--- src/rtl/eth_byte_bridge_if.sv ---
// ----------------------------------------------------------------------------
// eth_byte_bridge_if
// Groups the byte-stream and handshake signals of eth_byte_bridge.
//   slave  modport : the bridge itself (consumes i_*, drives o_*)
//   master modport : the surrounding logic (MAC + protocol engine side)
// Signals:
//   i_flush                         synchronous clear of both directions
//   i_mac_rx_data / i_mac_rx_valid  MAC receive byte stream (no backpressure)
//   i_rreq / o_rdata / o_rready     protocol read request and one-cycle reply
//   i_wdata / i_wvalid / o_wready   protocol write byte and acceptance
//   o_mac_tx_data / o_mac_tx_valid / i_mac_tx_ready   MAC transmit stream
//   o_rx_level / o_rx_overflow      RX occupancy and sticky drop flag
// ----------------------------------------------------------------------------
interface eth_byte_bridge_if #(
    parameter int RX_DEPTH = 16
) ();
    localparam int LVL_W = $clog2(RX_DEPTH) + 1;

    logic             i_flush;
    logic [7:0]       i_mac_rx_data;
    logic             i_mac_rx_valid;
    logic             i_rreq;
    logic [7:0]       o_rdata;
    logic             o_rready;
    logic [7:0]       i_wdata;
    logic             i_wvalid;
    logic             o_wready;
    logic [7:0]       o_mac_tx_data;
    logic             o_mac_tx_valid;
    logic             i_mac_tx_ready;
    logic [LVL_W-1:0] o_rx_level;
    logic             o_rx_overflow;

    modport slave (
        input  i_flush, i_mac_rx_data, i_mac_rx_valid, i_rreq,
               i_wdata, i_wvalid, i_mac_tx_ready,
        output o_rdata, o_rready, o_wready, o_mac_tx_data, o_mac_tx_valid,
               o_rx_level, o_rx_overflow
    );

    modport master (
        output i_flush, i_mac_rx_data, i_mac_rx_valid, i_rreq,
               i_wdata, i_wvalid, i_mac_tx_ready,
        input  o_rdata, o_rready, o_wready, o_mac_tx_data, o_mac_tx_valid,
               o_rx_level, o_rx_overflow
    );
endinterface

--- src/rtl/eth_byte_bridge.sv ---
// ----------------------------------------------------------------------------
// eth_byte_bridge
// Byte buffering between the Ethernet MAC streams and the protocol engine.
//   RX: MAC bytes are queued in an RX FIFO; a registered read handshake
//       returns one byte per request (o_rready pulse with o_rdata).
//   TX: protocol bytes are queued in a TX FIFO and presented to the MAC
//       first-word-fall-through with valid/ready flow control.
// Ports:
//   i_clk  clock
//   i_rst  synchronous active-high reset
//   bus    eth_byte_bridge_if.slave (all data/handshake signals, i_flush)
// ----------------------------------------------------------------------------
module eth_byte_bridge #(
    parameter int RX_DEPTH = 16,
    parameter int TX_DEPTH = 16
) (
    input  logic              i_clk,
    input  logic              i_rst,
    eth_byte_bridge_if.slave  bus
);
    localparam int RX_AW = $clog2(RX_DEPTH);
    localparam int RX_CW = RX_AW + 1;
    localparam int TX_AW = $clog2(TX_DEPTH);
    localparam int TX_CW = TX_AW + 1;
    localparam logic [RX_CW-1:0] RX_FULL = RX_CW'(RX_DEPTH);
    localparam logic [TX_CW-1:0] TX_FULL = TX_CW'(TX_DEPTH);

    typedef enum logic {RD_IDLE, RD_PEND} rd_state_e;

    // Flush behaves exactly like reset and wins over any same-cycle event.
    logic clr;
    assign clr = i_rst | bus.i_flush;

    // ---------------- RX side ----------------
    rd_state_e        rd_state_q, rd_state_d;
    logic [7:0]       rx_mem [RX_DEPTH];
    logic [RX_AW-1:0] rx_wr_ptr_q, rx_rd_ptr_q;
    logic [RX_CW-1:0] rx_count_q, rx_count_d;
    logic             rx_push, rx_pop, rx_drop;
    logic             rx_ovf_q, rready_q;
    logic [7:0]       rdata_q;

    // Read-request FSM: state register
    always_ff @(posedge i_clk) begin
        if (clr) rd_state_q <= RD_IDLE;
        else     rd_state_q <= rd_state_d;
    end

    // Read-request FSM: next state. A request seen while a pop happens is
    // either the one being served or one arriving while pending -- both drop.
    always_comb begin
        rd_state_d = rd_state_q;
        if (rx_pop)          rd_state_d = RD_IDLE;
        else if (bus.i_rreq) rd_state_d = RD_PEND;
    end

    // Read-request FSM: outputs. A request sampled this edge counts as pending.
    always_comb begin
        rx_pop = 1'b0;
        if (!clr && (rd_state_q == RD_PEND || bus.i_rreq) && rx_count_q != '0)
            rx_pop = 1'b1;
    end

    // A full FIFO still accepts a byte when the head leaves in the same cycle.
    assign rx_push    = ~clr & bus.i_mac_rx_valid & ((rx_count_q != RX_FULL) | rx_pop);
    assign rx_drop    = ~clr & bus.i_mac_rx_valid & ~rx_push;
    assign rx_count_d = rx_count_q + RX_CW'(rx_push) - RX_CW'(rx_pop);

    always_ff @(posedge i_clk) begin
        if (clr) begin
            rx_wr_ptr_q <= '0;
            rx_rd_ptr_q <= '0;
            rx_count_q  <= '0;
            rx_ovf_q    <= 1'b0;
            rready_q    <= 1'b0;
            rdata_q     <= '0;
        end else begin
            if (rx_push) rx_wr_ptr_q <= rx_wr_ptr_q + RX_AW'(1);
            if (rx_pop) begin
                rx_rd_ptr_q <= rx_rd_ptr_q + RX_AW'(1);
                rdata_q     <= rx_mem[rx_rd_ptr_q];
            end
            rready_q   <= rx_pop;
            rx_count_q <= rx_count_d;
            if (rx_drop) rx_ovf_q <= 1'b1;
        end
    end

    always_ff @(posedge i_clk) begin
        if (rx_push) rx_mem[rx_wr_ptr_q] <= bus.i_mac_rx_data;
    end

    assign bus.o_rdata       = rdata_q;
    assign bus.o_rready      = rready_q;
    assign bus.o_rx_level    = rx_count_q;
    assign bus.o_rx_overflow = rx_ovf_q;

    // ---------------- TX side ----------------
    logic [7:0]       tx_mem [TX_DEPTH];
    logic [TX_AW-1:0] tx_wr_ptr_q, tx_rd_ptr_q;
    logic [TX_CW-1:0] tx_count_q, tx_count_d;
    logic             tx_wready, tx_push, tx_pop;

    // Write acceptance looks only at the registered count, so a drain in the
    // same cycle does not free a slot for a write to a full FIFO.
    assign tx_wready  = (tx_count_q != TX_FULL);
    assign tx_push    = ~clr & bus.i_wvalid & tx_wready;
    assign tx_pop     = ~clr & (tx_count_q != '0) & bus.i_mac_tx_ready;
    assign tx_count_d = tx_count_q + TX_CW'(tx_push) - TX_CW'(tx_pop);

    always_ff @(posedge i_clk) begin
        if (clr) begin
            tx_wr_ptr_q <= '0;
            tx_rd_ptr_q <= '0;
            tx_count_q  <= '0;
        end else begin
            if (tx_push) tx_wr_ptr_q <= tx_wr_ptr_q + TX_AW'(1);
            if (tx_pop)  tx_rd_ptr_q <= tx_rd_ptr_q + TX_AW'(1);
            tx_count_q <= tx_count_d;
        end
    end

    always_ff @(posedge i_clk) begin
        if (tx_push) tx_mem[tx_wr_ptr_q] <= bus.i_wdata;
    end

    assign bus.o_wready       = tx_wready;
    assign bus.o_mac_tx_valid = (tx_count_q != '0);
    assign bus.o_mac_tx_data  = tx_mem[tx_rd_ptr_q];

endmodule
--- src/flat_wrapper.sv ---
// flat-port wrapper written by rule: the top's interface ports become plain ports
module eth_byte_bridge_flat 
#(
    parameter int RX_DEPTH = 16,
    parameter int TX_DEPTH = 16
)
  (i_clk, i_rst, bus_i_flush, bus_i_mac_rx_data, bus_i_mac_rx_valid, bus_i_rreq, bus_i_wdata, bus_i_wvalid, bus_i_mac_tx_ready, bus_o_rdata, bus_o_rready, bus_o_wready, bus_o_mac_tx_data, bus_o_mac_tx_valid, bus_o_rx_level, bus_o_rx_overflow);
  eth_byte_bridge_if #(.RX_DEPTH(RX_DEPTH)) bus_i ();
  input  logic i_clk;
  input  logic i_rst;
  input wire logic [$bits(bus_i.i_flush)-1:0] bus_i_flush;
  input wire logic [$bits(bus_i.i_mac_rx_data)-1:0] bus_i_mac_rx_data;
  input wire logic [$bits(bus_i.i_mac_rx_valid)-1:0] bus_i_mac_rx_valid;
  input wire logic [$bits(bus_i.i_rreq)-1:0] bus_i_rreq;
  input wire logic [$bits(bus_i.i_wdata)-1:0] bus_i_wdata;
  input wire logic [$bits(bus_i.i_wvalid)-1:0] bus_i_wvalid;
  input wire logic [$bits(bus_i.i_mac_tx_ready)-1:0] bus_i_mac_tx_ready;
  output wire logic [$bits(bus_i.o_rdata)-1:0] bus_o_rdata;
  output wire logic [$bits(bus_i.o_rready)-1:0] bus_o_rready;
  output wire logic [$bits(bus_i.o_wready)-1:0] bus_o_wready;
  output wire logic [$bits(bus_i.o_mac_tx_data)-1:0] bus_o_mac_tx_data;
  output wire logic [$bits(bus_i.o_mac_tx_valid)-1:0] bus_o_mac_tx_valid;
  output wire logic [$bits(bus_i.o_rx_level)-1:0] bus_o_rx_level;
  output wire logic [$bits(bus_i.o_rx_overflow)-1:0] bus_o_rx_overflow;
  assign bus_i.i_flush = bus_i_flush;
  assign bus_i.i_mac_rx_data = bus_i_mac_rx_data;
  assign bus_i.i_mac_rx_valid = bus_i_mac_rx_valid;
  assign bus_i.i_rreq = bus_i_rreq;
  assign bus_i.i_wdata = bus_i_wdata;
  assign bus_i.i_wvalid = bus_i_wvalid;
  assign bus_i.i_mac_tx_ready = bus_i_mac_tx_ready;
  assign bus_o_rdata = bus_i.o_rdata;
  assign bus_o_rready = bus_i.o_rready;
  assign bus_o_wready = bus_i.o_wready;
  assign bus_o_mac_tx_data = bus_i.o_mac_tx_data;
  assign bus_o_mac_tx_valid = bus_i.o_mac_tx_valid;
  assign bus_o_rx_level = bus_i.o_rx_level;
  assign bus_o_rx_overflow = bus_i.o_rx_overflow;
  eth_byte_bridge #(.RX_DEPTH(RX_DEPTH), .TX_DEPTH(TX_DEPTH)) u_core (.i_clk(i_clk), .i_rst(i_rst), .bus(bus_i));
endmodule
--- config.mk ---
export PLATFORM = sky130hd
export DESIGN_NAME = eth_byte_bridge_flat
export DESIGN_NICKNAME = d
export VERILOG_FILES = /design/src/rtl/eth_byte_bridge_if.sv /design/src/rtl/eth_byte_bridge.sv /design/src/flat_wrapper.sv
export SDC_FILE = /design/constraint.sdc
export NUM_CORES = 1
export LEC_CHECK = 0
export CAP_MARGIN = 40
export CORE_ASPECT_RATIO = 0.6
export CORE_MARGIN = 2
export CORE_UTILIZATION = 45
export CTS_BUF_LIST = sky130_fd_sc_hd__clkbuf_8
export DETAILED_ROUTE_END_ITERATION = 8
export GPL_ROUTABILITY_DRIVEN = 0
export GPL_TIMING_DRIVEN = 0
export HOLD_SLACK_MARGIN = 0.06
export SLEW_MARGIN = 20
export SYNTH_ARGS = -nofsm -noshare
export SYNTH_HDL_FRONTEND = slang
export SYNTH_SLANG_ARGS = --single-unit
--- constraint.sdc ---
create_clock -name i_clk -period 3.48 [get_ports i_clk]
set_input_delay 0.696 -clock i_clk [delete_from_list [all_inputs] [get_ports i_clk]]
set_output_delay 0.696 -clock i_clk [all_outputs]
set_load 0.02 [all_outputs]
==> results.py <==
metrics = {
    "run_status": {
        "outcome": "finished, final reports clean",
    },
    "routing": {
        "route.met2.wl_um": 10580,
        "remaining_drc_errors": 0,
        "via_count": 6179,
        "drt_wl_total_um": 26810,
        "drt-met1-wl_um": 13410,
        "first_pass_iters": 5,
        "drt-vias-per-instance": 5.483,
        "wire_per_inst_um": 23.79,
        "ant_nets": 0,
        "initialDrtViolationCount": 590,
        "highest_layer": "met4",
        "route.met3.wl_um": 2479,
    },
    "timing": {
        "setup_tns_ns": 0,
        "drv_slew": 0,
        "slew_headroom_pct": 43.34,
        "rsz0062_at_grt": "no",
        "finalCriticalPeriod_ns": 3.378,
        "finalSetupViolations": 0,
        "clock.fmax_mhz": 296.1,
        "worstMarginPinSlew_ns": 0.8468,
        "period_share_pct": 97.06,
        "final_hold_viol_count": 0,
        "clock_skew_ns": 0.03157,
    },
    "placement": {
        "port_buffers": 47,
        "dpl_cell_area_um2": 12780,
        "hpwlAfterDp_um": 18890,
    },
    "floorplanning": {
        "initial_utilization_pct": 46.18,
        "ioPinCount": 48,
        "die_y_um": 129.2,
        "dieArea_um2": 27470,
        "die_w_um": 212.6,
        "rows": 45,
        "core-area_um2": 25450,
    },
    "final_layout": {
        "diodes": 0,
        "stdcell_area_um2": 13720,
        "fill_cells": 2039,
        "drive_gt1_share_pct": 24.26,
        "final_nets": 789,
        "syn_to_final_growth_pct": 16.74,
    },
    "synthesis": {
        "ys_seq_area_share_pct": 72.40,
        "synth.cells.most_frequent": "256 x edfxtp_1, 72 x mux4_2, 41 x dfxtp_1",
        "yosys.cell_count.top_type": "edfxtp_1",
        "syn_nets": 673,
        "async_reset_ff_share_pct": 0,
        "synth.avg_cell_area_um2": 18.77,
        "netlist_area_um2": 11750,
        "synth.area.top_cells": "edfxtp_1 65%, mux4_2 14%, dfxtp_1 7.0%",
        "synth_area_leader_cell": "edfxtp_1",
        "ys_ff_latch": 297,
        "ys.flop_type": "edfxtp_1",
        "yosys.area.top_type_share_pct": 65.42,
        "synth.distinct_cells": 41,
        "synth_edf_count": 256,
        "syn-instance-count": 626,
        "yosys_warnings": 0,
    },
    "global_route": {
        "globalRouteOverflowTotal": 0,
        "antenna_found_initial": 0,
        "grt_start_max_net_pins": 17,
        "grt.total_usage_pct": 20.47,
        "grt_pass1_wl_um": 39380,
        "grt_pass1_vias": 6227,
    },
    "worst_setup_path": {
        "cp_cell_sequence": "clkbuf_4 -> buf_8 -> mux4_2 -> mux4_2 -> dlygate4sd2_1",
        "crit_path_max_fanout": 10,
        "arrival_ns": 2.68,
        "startpoint_type": "flip-flop",
        "critical_path_depth": 5,
        "crit_buf_inv": 3,
        "setup.worst_path.end_class": "output port",
        "cpPeakStageDelay_ns": 0.58,
        "critical-path-top-delay-family": "multiplexers",
        "worstSetupPathType": "flip-flop to output port",
        "critPathRequiredTime_ns": 2.78,
        "cp_slowest_cell": "mux4_2",
        "ff2ff_path_depth": 13,
        "path_common_cell": "mux4_2",
    },
    "cts": {
        "clock_sinks": 297,
        "clkLatencyLatePin_ns": 0.57,
        "clk_transition_reported_paths_ns": 0.06,
        "ctsHoldBuffers": 0,
        "cts_buffers": 44,
        "cts_tree": "yes",
        "cts_root_buffer": "clkbuf_8",
        "clock_path_buffers": 3,
        "h-tree-depth": 2,
    },
    "power_and_ir_drop": {
        "max-vdd-ir-drop_v": 0.0002536,
        "pwr_density_cell_nw_per_um2": 489.6,
        "total_leakage_power_nw": 4.534,
        "power.total_mw": 6.716,
    },
    "min_path": {
        "min_path_cells": 1,
        "min_path_type": "flip-flop to flip-flop",
    },
    "job": {
        "cap_violations": 0,
    },
}
## kinds of logic after synthesis
logic type / Yosys count / synth area share [%]
flops: 297 / 72.40
compound gates: 47 / 2.641
mux: 80 / 14.48
fa+ha+maj: 24 / 2.683
simple gates: 103 / 4.472
xor+xnor: 13 / 0.9689
buf+inv: 62 / 2.353
## power breakdown
group	internal [mW]	switching (mW)	total, mW
Clock	1.30	1.28	2.58
Combinational	0.0918	0.154	0.246
Sequential	3.88	0.0105	3.89
Total	5.27	1.45	6.72
## registers in the layout (all words and copies together) (netlist names), named ones only
| register | count |
|---|---|
| u_core.tx_rd_ptr_q | 4 |
| u_core.rd_state_q | 1 |
| u_core.bus.o_rdata | 8 |
| u_core.tx_wr_ptr_q | 4 |
| u_core.bus.o_rready | 1 |
| u_core.rx_mem | 128 |
| u_core.bus.o_rx_overflow | 1 |
| u_core.tx_count_q | 5 |
| u_core.tx_mem | 128 |
| u_core.rx_wr_ptr_q | 4 |
| u_core.rx_rd_ptr_q | 4 |
| u_core.bus.o_rx_level | 5 |
## final timing paths
kind | from | to | slack (ns)
worst max register to register | u_core.tx_count_q[2]$_SDFF_PP0_ | u_core.tx_count_q[4]$_SDFF_PP0_ | 0.22
worst min register to register | u_core.bus.o_rdata[7]$_SDFFE_PP0P_ | u_core.bus.o_rdata[7]$_SDFFE_PP0P_ | 0.50
worst max-delay path | flip-flop | bus_o_mac_tx_data[2] | 0.10
worst min-delay path | u_core.bus.o_rdata[7]$_SDFFE_PP0P_ | u_core.bus.o_rdata[7]$_SDFFE_PP0P_ | 0.50
## metal layers
| metal | track usage [%] | vias up |
|---|---|---|
| met1 | 32.60 | 3223 |
| met5 | 0 | - |
| met2 | 26.59 | 205 |
| met4 | 5.759 | 0 |
| li1 | - | 2721 |
| met3 | 6.641 | 30 |
## cell usage in the layout (no fill, tap or decap), types with 5 or more instances in the layout
cell type / instances
a21oi_1: 11
nand2_1: 11
mux2i_1: 8
clkbuf_1: 11
xor2_1: 7
buf_4: 24
edfxtp_1: 256
clkdlybuf4s50_1: 39
ha_1: 22
buf_2: 9
o21ai_0: 7
inv_1: 51
nand3_1: 11
mux4_2: 72
and3_1: 5
and2_1: 7
o22ai_1: 8
a31o_2: 8
dfxtp_1: 41
dlygate4sd2_1: 7
clkinv_1: 5
nor2_1: 35
xnor2_1: 6
a211oi_1: 8
clkbuf_8: 46
## through the flow
stage	hold WS (ns)	worst slack, ns	instances	util, %
after floorplan	0.4629	0.3490	626	-
after detailed placement	0.4802	-0.3722	1036	50.23
after global placement	0.4741	-0.6594	1025	49.75
after global routing	0.5210	0.006492	1127	53.90
final	0.4956	0.1023	1127	53.90
after CTS	0.4948	-0.1852	1115	53.37
## layout make-up
cell class	count	area, um2	area share (%)
Tap cell	352	440.4	3.210
Multi-Input combinational cell	267	3024	22.04
Clock buffer	46	633.1	4.615
Inverter	29	108.9	0.7935
Timing Repair Buffer	71	636.9	4.642
Sequential cell	297	8508	62.02
Buffer	32	205.2	1.496
Clock inverter	33	161.4	1.177
## what timing repair did
action,4_1_cts,5_1_grt
endpoints found under the setup margin,8,10
setup buffers,0,0
resized for setup,13,14
No activity file was read; power rests on OpenSTA's default activity.
